File: src/rtl/video_timing_gen.sv
`default_nettype none
// ============================================================================
// Module   : video_timing_gen
// Brief    : Raster timing generator for NTSC/PAL at 15 kHz or 31 kHz; the
//            mode is latched only at frame wrap so frames are never torn.
// Revision : 1.0
// ============================================================================
module video_timing_gen #(
    parameter int HW            = 10,
    parameter int VW            = 10,
    parameter int FW            = 8,
    parameter int H_ACTIVE      = 529,
    parameter int H_SYNC_START  = 544,
    parameter int H_SYNC_END    = 590,
    parameter int H_TOTAL       = 638,
    parameter int NV_ACTIVE     = 240,
    parameter int NV_SYNC_START = 245,
    parameter int NV_SYNC_END   = 248,
    parameter int NV_TOTAL      = 262,
    parameter int PV_ACTIVE     = 300,
    parameter int PV_SYNC_START = 304,
    parameter int PV_SYNC_END   = 308,
    parameter int PV_TOTAL      = 312,
    parameter bit HS_POL        = 1'b1,
    parameter bit VS_POL        = 1'b1
) (
    input  logic          clk,
    input  logic          reset,
    input  logic          pal,
    input  logic          scandouble,
    output logic          ce_pix,
    output logic [HW-1:0] hcount,
    output logic [VW-1:0] vcount,
    output logic          hblank,
    output logic          vblank,
    output logic          hsync,
    output logic          vsync,
    output logic          de,
    output logic          line_start,
    output logic          frame_start,
    output logic [FW-1:0] frame_cnt,
    output logic [1:0]    mode
);

    localparam logic [HW-1:0] c_H_ACTIVE = HW'(H_ACTIVE);
    localparam logic [HW-1:0] c_H_SS     = HW'(H_SYNC_START);
    localparam logic [HW-1:0] c_H_SE     = HW'(H_SYNC_END);
    localparam logic [HW-1:0] c_H_LAST   = HW'(H_TOTAL - 1);

    if (!(H_ACTIVE < H_SYNC_START && H_SYNC_START < H_SYNC_END &&
          H_SYNC_END <= H_TOTAL && H_TOTAL <= (1 << HW))) begin : g_bad_h
        $error("video_timing_gen: illegal horizontal timing parameters");
    end
    if (!(NV_ACTIVE < NV_SYNC_START && NV_SYNC_START < NV_SYNC_END &&
          NV_SYNC_END <= NV_TOTAL && 2 * NV_TOTAL <= (1 << VW))) begin : g_bad_nv
        $error("video_timing_gen: illegal NTSC vertical timing parameters");
    end
    if (!(PV_ACTIVE < PV_SYNC_START && PV_SYNC_START < PV_SYNC_END &&
          PV_SYNC_END <= PV_TOTAL && 2 * PV_TOTAL <= (1 << VW))) begin : g_bad_pv
        $error("video_timing_gen: illegal PAL vertical timing parameters");
    end

    // Pick the NTSC/PAL value and double it for 31 kHz operation.
    function automatic logic [VW-1:0] f_vsel(input logic p, input logic sd,
                                             input int ntsc_v, input int pal_v);
        logic [VW-1:0] v;
        v = p ? VW'(pal_v) : VW'(ntsc_v);
        return sd ? {v[VW-2:0], 1'b0} : v;
    endfunction

    logic          r_ce;
    logic          r_first;
    logic [HW-1:0] r_hcount;
    logic [VW-1:0] r_vcount;
    logic [FW-1:0] r_frame_cnt;
    logic [1:0]    r_mode;
    logic          r_hblank;
    logic          r_vblank;
    logic          r_hsync;
    logic          r_vsync;
    logic          r_de;
    logic          r_line_start;
    logic          r_frame_start;

    logic          w_ce_nxt;
    logic [VW-1:0] w_vt_last;
    logic [HW-1:0] w_h_nxt;
    logic [VW-1:0] w_v_nxt;
    logic [FW-1:0] w_fc_nxt;
    logic [1:0]    w_mode_nxt;
    logic [VW-1:0] w_va;
    logic [VW-1:0] w_vss;
    logic [VW-1:0] w_vse;
    logic          w_hs_act;
    logic          w_vs_act;

    assign w_ce_nxt  = r_mode[0] ? 1'b1 : ~r_ce;
    assign w_vt_last = f_vsel(r_mode[1], r_mode[0], NV_TOTAL, PV_TOTAL) - VW'(1);

    // The first pixel after reset presents position 0,0 instead of advancing.
    always_comb begin
        w_h_nxt    = r_hcount;
        w_v_nxt    = r_vcount;
        w_fc_nxt   = r_frame_cnt;
        w_mode_nxt = r_mode;
        if (r_first) begin
            w_h_nxt = '0;
            w_v_nxt = '0;
        end else if (r_hcount == c_H_LAST) begin
            w_h_nxt = '0;
            if (r_vcount == w_vt_last) begin
                w_v_nxt    = '0;
                w_fc_nxt   = r_frame_cnt + FW'(1);
                w_mode_nxt = {pal, scandouble};
            end else begin
                w_v_nxt = r_vcount + VW'(1);
            end
        end else begin
            w_h_nxt = r_hcount + HW'(1);
        end
    end

    // Output decode uses the mode that will be in force for the next pixel.
    assign w_va     = f_vsel(w_mode_nxt[1], w_mode_nxt[0], NV_ACTIVE, PV_ACTIVE);
    assign w_vss    = f_vsel(w_mode_nxt[1], w_mode_nxt[0], NV_SYNC_START, PV_SYNC_START);
    assign w_vse    = f_vsel(w_mode_nxt[1], w_mode_nxt[0], NV_SYNC_END, PV_SYNC_END);
    assign w_hs_act = (w_h_nxt >= c_H_SS) && (w_h_nxt < c_H_SE);
    assign w_vs_act = ((w_v_nxt > w_vss) || ((w_v_nxt == w_vss) && (w_h_nxt >= c_H_SS))) &&
                      ((w_v_nxt < w_vse) || ((w_v_nxt == w_vse) && (w_h_nxt < c_H_SS)));

    always_ff @(posedge clk) begin
        if (reset) begin
            r_ce          <= 1'b0;
            r_first       <= 1'b1;
            r_hcount      <= '0;
            r_vcount      <= '0;
            r_frame_cnt   <= '0;
            r_mode        <= {pal, scandouble};
            r_hblank      <= 1'b0;
            r_vblank      <= 1'b0;
            r_hsync       <= ~HS_POL;
            r_vsync       <= ~VS_POL;
            r_de          <= 1'b1;
            r_line_start  <= 1'b0;
            r_frame_start <= 1'b0;
        end else begin
            r_ce          <= w_ce_nxt;
            r_line_start  <= 1'b0;
            r_frame_start <= 1'b0;
            if (w_ce_nxt) begin
                r_first       <= 1'b0;
                r_hcount      <= w_h_nxt;
                r_vcount      <= w_v_nxt;
                r_frame_cnt   <= w_fc_nxt;
                r_mode        <= w_mode_nxt;
                r_hblank      <= (w_h_nxt >= c_H_ACTIVE);
                r_vblank      <= (w_v_nxt >= w_va);
                r_hsync       <= w_hs_act ? HS_POL : ~HS_POL;
                r_vsync       <= w_vs_act ? VS_POL : ~VS_POL;
                r_de          <= (w_h_nxt < c_H_ACTIVE) && (w_v_nxt < w_va);
                r_line_start  <= (w_h_nxt == '0);
                r_frame_start <= (w_h_nxt == '0) && (w_v_nxt == '0);
            end
        end
    end

    assign ce_pix      = r_ce;
    assign hcount      = r_hcount;
    assign vcount      = r_vcount;
    assign frame_cnt   = r_frame_cnt;
    assign mode        = r_mode;
    assign hblank      = r_hblank;
    assign vblank      = r_vblank;
    assign hsync       = r_hsync;
    assign vsync       = r_vsync;
    assign de          = r_de;
    assign line_start  = r_line_start;
    assign frame_start = r_frame_start;

endmodule
`default_nettype wire
File: config.mk
export PLATFORM = sky130hd
export DESIGN_NAME = video_timing_gen
export DESIGN_NICKNAME = d
export VERILOG_FILES = /design/src/rtl/video_timing_gen.sv
export SDC_FILE = /design/constraint.sdc
export NUM_CORES = 1
export LEC_CHECK = 0
export ABC_CLOCK_PERIOD_IN_PS = 3670
export BUFFER_PORTS_ARGS = -buffer_cell sky130_fd_sc_hd__buf_2
export CORE_UTILIZATION = 30
export DETAILED_ROUTE_END_ITERATION = 6
export GPL_TIMING_DRIVEN = 0
export HOLD_SLACK_MARGIN = 0.15
export SETUP_SLACK_MARGIN = 0.3
export SYNTH_ARGS = -nofsm -noshare
export SYNTH_HDL_FRONTEND = slang
export SYNTH_SLANG_ARGS = --single-unit
export TNS_END_PERCENT = 10
File: constraint.sdc
create_clock -name clk -period 3.67 [get_ports clk]
set_clock_uncertainty 0.15 [all_clocks]
set_input_delay 0.734 -clock clk [delete_from_list [all_inputs] [get_ports clk]]
set_output_delay 0.734 -clock clk [all_outputs]
set_load 0.02 [all_outputs]
-- Yosys cells after proc, flatten, opt, wreduce, memory -nomap -nowiden
Cells that the tools add are included.
- bits in registers: 39
- word-level logic and storage cells: 67
- eq/ne operators: 4
- add/sub/neg operators: 4
- reduce and logical (&&, ||, !) cells: 13
- bitwise operators: 3
- magnitude comparators: 9
- multiplexer cells: 21
- operators by type and width (operator ; number):
    $mux W10 ; 9
    $eq A10 B10 Y1 ; 3
    $lt A10 B10 Y1 const B ; 3
    $mux W9 ; 3
    $add A10 B1 Y10 const B ; 2
    $ge A10 B10 Y1 const B ; 2
    $logic_not A10 Y1 ; 2
    $lt A10 B10 Y1 ; 2
    $eq A10 B10 Y1 const B ; 1
    $ge A10 B10 Y1 ; 1
    $gt A10 B10 Y1 ; 1
    $mux W2 ; 5
    $sub A10 B1 Y10 const B ; 1
    $add A8 B1 Y8 const B ; 1
    $logic_and A1 B1 Y1 ; 6
    $mux W6 ; 1
    $reduce_and A4 Y1 ; 1
    $mux W1 ; 3
    $not A1 Y1 ; 3
    $logic_or A1 B1 Y1 ; 2
    $reduce_bool A2 Y1 ; 1
    $reduce_or A2 Y1 ; 1

-- Longest topological paths before layout
- depth after elaboration: 14
- mapped depth: 17
- mapped depth without buffers: 17

-- Least setup slack after synthesis
Ideal clock, no wire load.
- path type: flip-flop to flip-flop
- start: register r_hcount[0] (netlist: hcount[0])
- end: register r_vsync (netlist: vsync)
- arrival time: 3577 ps
- data required time: 3436 ps
- path slack: -142 ps
- stages on the path, launching flop included: 17
- path through: dfxtp_1 > ha_1 > nand4b_4 > nor3_4 > o311a_2 > nand3_1 > mux2_2 > inv_1 > ha_1 > inv_1 > ha_1 > a21oi_1 > o22ai_1 > o21ai_0 > a311o_1 > or3_1 > o31ai_2
- cells in the longest elaborated chain, start to end: 10
- ends and longest elaborated chain (element ; RTL line ; source):
    from (decl) ; 73 ; logic [HW-1:0] r_hcount;
    from (signal assigned) ; 152 ; r_hcount <= w_h_nxt;
    branches (longest 8 deep; another with $add A10 B1 Y10) ; n/a ;
    $logic_and A1 B1 Y1 (*) ; 128 ; assign w_vs_act = ((w_v_nxt > w_vss) || ((w_v_nxt == w_vss) && (w_h_nxt >= c_H_SS))) &&
    $mux W1 (*) ; 159 ; r_vsync <= w_vs_act ? VS_POL : ~VS_POL;
    to (signal assigned) ; 142 ; r_vsync <= ~VS_POL;
    to (signal assigned) ; 159 ;
    to (decl) ; 80 ; logic r_vsync;
Mark *: on every way between the ends.
A chain may end at the register's enable or synchronous reset.

-- Worst setup path after layout
- start: register r_hcount[1] (netlist: hcount[1])
- end: register r_vsync (netlist: vsync)
Same word-level chain as after synthesis.

==> load_flow_metrics.sql <==
INSERT INTO impl_metrics (metric_group, metric, value, unit) VALUES
('sta', 'period_share', '0.998', ''),
('logic_synthesis', 'yosysUniqueCellTypes', '67', ''),
('sta', 'final-setup-viol-count', '0', ''),
('logic_synthesis', 'post_synthesis_cell_area', '0.00300', 'mm2'),
('setup_path', 'criticalPathCategory', 'flip-flop to flip-flop', ''),
('routing', 'routedWlPerCell', '15.5', 'um'),
('layout', 'fillers', '1003', ''),
('logic_synthesis', 'synth-adder-area-share', '0.100', ''),
('placement', 'port-buffer-count', '41', ''),
('logic_synthesis', 'postSynthRegisterBits', '39', ''),
('power', 'p_sw', '0.325', 'mW'),
('logic_synthesis', 'muxShareOfSynthArea', '0.0317', ''),
('die', 'die-area', '0.0104', 'mm2'),
('run_status', 'status', 'finished, final reports clean', ''),
('layout', 'final_net_count', '470', ''),
('placement', 'placed_cells', '547', ''),
('power', 'power_frac_clock', '0.294', ''),
('power', 'internal_power', '0.684', 'mW'),
('global_routing', 'globalRouteTotalUtil', '0.175', ''),
('placement', 'postPlaceCellArea', '0.00342', 'mm2'),
('logic_synthesis', 'post_synth_edffs', '2', ''),
('clocking', 'clk-insertion-delay-late', '0.30', 'ns'),
('logic_synthesis', 'synth_top_family_by_area', 'simple AND/OR/NAND/NOR gates', ''),
('global_routing', 'number_of_antenna_violations_at_the_first_check_in_global_routing', '0', ''),
('routing', 'detail_route.wirelength', '8.93', 'mm'),
('layout', 'multi_input_comb_area', '0.00228', 'mm2'),
('logic_synthesis', 'postSynthCellCount', '373', ''),
('global_routing', 'grt-ovfl-total', '0', ''),
('sta', 'min_period', '3.66', 'ns'),
('logic_synthesis', 'synth.net_count', '401', ''),
('flow_run', 'maxCapViolCount', '0', ''),
('layout', 'fin_area', '0.00389', 'mm2'),
('power', 'pwr-share-seq', '0.439', ''),
('clocking', 'cts.path.max_buffers', '2', ''),
('global_routing', 'grt_pass1_vias', '2879', ''),
('clocking', 'max_h_tree_level', '2', ''),
('die', 'placeableCoreArea', '0.00973', 'mm2'),
('power', 'vdd_drop_max', '0.129', 'mV'),
('die', 'design.portCount', '42', ''),
('layout', 'antenna_diode_count', '0', ''),
('setup_path', 'cp.arrival', '3.73', 'ns'),
('setup_path', 'critical_path_required', '3.74', 'ns'),
('logic_synthesis', 'main_flop_type_after_synthesis', 'sky130_fd_sc_hd__dfxtp_1', ''),
('logic_synthesis', 'syn_area_per_cell', '8.05', 'um2'),
('setup_path', 'endpoint_kind', 'flip-flop', ''),
('sta', 'rsz0062_at_grt', 'true', ''),
('logic_synthesis', 'portion_of_synthesized_cell_area_occupied_by_the_leading_cell_type', '0.247', ''),
('global_routing', 'grt_pass1_wl', '14.2', 'mm'),
('logic_synthesis', 'yosys.area_share.simple', '0.297', ''),
('logic_synthesis', 'netlist_top_cells_area', 'sky130_fd_sc_hd__dfxtp_1 25%, sky130_fd_sc_hd__ha_1 10%, sky130_fd_sc_hd__nand2_1 5.2%, sky130_fd_sc_hd__a21oi_1 4.8%, sky130_fd_sc_hd__nor2_1 3.0%', ''),
('clocking', 'tritoncts_buffer_count', '5', ''),
('power', 'switching_share', '0.322', ''),
('layout', 'sequential_cell_area', '813', 'um2'),
('sta', 'finalSetupTns', '0', 'ns'),
('placement', 'dp_worst_setup_slack', '-0.317', 'ns'),
('routing', 'detail_route.first_pass.iterations', '5', ''),
('logic_synthesis', 'synth_async_sr_flop_share', '0', ''),
('logic_synthesis', 'ys.warnings.count', '0', ''),
('logic_synthesis', 'synth_seq_area_share', '0.267', ''),
('routing', 'remaining_routing_drc_violations', '0', ''),
('layout', 'layout.cells.non_filler', '576', ''),
('power', 'p_per_area', '259', 'mW/mm2'),
('sta', 'report.final.hold_viol_count', '0', ''),
('setup_path', 'crit_path_max_fanout', '4', ''),
('die', 'die_width', '102', 'um'),
('power', 'p_comb_frac', '0.267', ''),
('clocking', 'tritoncts_num_sinks', '39', ''),
('logic_synthesis', 'synthXorXnorAreaFrac', '0.0408', ''),
('power', 'total_power', '1.01', 'mW'),
('sta', 'timing.fmax', '0.273', 'GHz'),
('die', 'start_util', '0.309', '');
==> cells in the mapped netlist, types with 2 or more instances <==
library cell	count
sky130_fd_sc_hd__a2111oi_0	2
sky130_fd_sc_hd__a211oi_1	2
sky130_fd_sc_hd__a21o_1	5
sky130_fd_sc_hd__a21oi_1	29
sky130_fd_sc_hd__a31o_2	2
sky130_fd_sc_hd__a31oi_1	5
sky130_fd_sc_hd__a32o_1	2
sky130_fd_sc_hd__and2_1	4
sky130_fd_sc_hd__and3_1	3
sky130_fd_sc_hd__buf_2	8
sky130_fd_sc_hd__buf_6	2
sky130_fd_sc_hd__clkbuf_1	9
sky130_fd_sc_hd__dfxtp_1	37
sky130_fd_sc_hd__edfxtp_1	2
sky130_fd_sc_hd__ha_1	24
sky130_fd_sc_hd__inv_1	15
sky130_fd_sc_hd__mux2_2	4
sky130_fd_sc_hd__mux2i_1	5
sky130_fd_sc_hd__nand2_1	42
sky130_fd_sc_hd__nand2b_1	2
sky130_fd_sc_hd__nand3_1	15
sky130_fd_sc_hd__nand4_1	8
sky130_fd_sc_hd__nand4_4	2
sky130_fd_sc_hd__nor2_1	24
sky130_fd_sc_hd__nor2b_1	12
sky130_fd_sc_hd__nor3_1	12
sky130_fd_sc_hd__nor3b_1	2
sky130_fd_sc_hd__nor4_1	6
sky130_fd_sc_hd__nor4bb_1	2
sky130_fd_sc_hd__o211ai_1	2
sky130_fd_sc_hd__o21a_1	3
sky130_fd_sc_hd__o21ai_0	17
sky130_fd_sc_hd__o31a_1	3
sky130_fd_sc_hd__o31ai_1	3
sky130_fd_sc_hd__or3_1	12
sky130_fd_sc_hd__or4_1	3
sky130_fd_sc_hd__xnor2_1	8
sky130_fd_sc_hd__xor2_1	6
==> state kept, by name, summed over array words and instances, names as in the netlist <==
signal       cells
ce_pix           1
de               1
frame_cnt        8
frame_start      1
hblank           1
hcount          10
hsync            1
line_start       1
mode             2
r_first          1
vblank           1
vcount          10
vsync            1
==> worst max-delay path, stage by stage (launching register included) <==
cell,delay [ns]
sky130_fd_sc_hd__dfxtp_4,0.36
sky130_fd_sc_hd__inv_4,0.05
sky130_fd_sc_hd__ha_4,0.14
sky130_fd_sc_hd__nand4b_4,0.13
sky130_fd_sc_hd__nor3_4,0.25
sky130_fd_sc_hd__o311a_4,0.27
sky130_fd_sc_hd__nand3_4,0.11
sky130_fd_sc_hd__mux2_4,0.38
sky130_fd_sc_hd__inv_4,0.10
sky130_fd_sc_hd__ha_4,0.13
sky130_fd_sc_hd__inv_2,0.05
sky130_fd_sc_hd__ha_4,0.27
sky130_fd_sc_hd__nand3_2,0.08
sky130_fd_sc_hd__o22ai_1,0.13
sky130_fd_sc_hd__o21ai_1,0.09
sky130_fd_sc_hd__a311o_1,0.26
sky130_fd_sc_hd__or3_4,0.40
sky130_fd_sc_hd__o31ai_4,0.23
==> cell usage in the layout, fill, tap and decap left out, drive strengths merged, types with 7 or more instances in the layout <==
master,count
a21oi,30
buf,74
clkbuf,15
dfxtp,37
ha,24
inv,15
nand2,42
nand3,16
nand4,10
nor2,24
nor2b,12
nor3,13
nor4,7
o21ai,18
or3,12
xnor2,8
==> repair_timing <==
action | CTS | global route
pin swaps | 5 | 18
setup endpoints to repair | 3 | 3
setup buffers | 12 | 9
hold buffers | 0 | 0
gates resized for setup | 16 | 30
==> final timing paths <==
check / cells after the start / start / endpoint / slack [ns]
worst max-delay path: 17 / hcount[1]$_SDFFE_PP0N_ / vsync$_SDFFE_PP0N_ / 0.009
worst min-delay path: 1 / hblank$_SDFFE_PP0N_ / hblank$_SDFFE_PP0N_ / 0.31
worst max register to register: 17 / hcount[1]$_SDFFE_PP0N_ / vsync$_SDFFE_PP0N_ / 0.009
worst min register to register: 1 / hblank$_SDFFE_PP0N_ / hblank$_SDFFE_PP0N_ / 0.31
==> logic make-up after synthesis <==
group,count (synthesis)
xor+xnor,14
flops,39
compound gates,92
buf+inv,36
simple gates,159
fa+ha+maj,24
mux,9
==> power by group through the flow <==
stage                     logic (mW)  registers (mW)  clock network (mW)
after global routing           0.294           0.444               0.323
after floorplan                0.124           0.463                   0
after global placement         0.180           0.456                   0
after CTS                      0.212           0.443               0.302
after detailed placement       0.183           0.456                   0
final                          0.269           0.443               0.296
==> area by class of cell <==
cell class                      instances  area share
Inverter                               15      0.0164
Buffer                                 21      0.0315
Multi-Input combinational cell        298       0.585
Sequential cell                        39       0.209
Timing Repair Buffer                   62      0.0932
Clock buffer                            6      0.0186
Clock inverter                          2     0.00322
Tap cell                              133      0.0428
==> layer usage <==
metal  track usage  routed length [um]
met5             0                   0
met4        0.0429                 143
met3        0.0260                 520
met2         0.296                4160
met1         0.235                4100
Power figures use the tool's default switching activity.
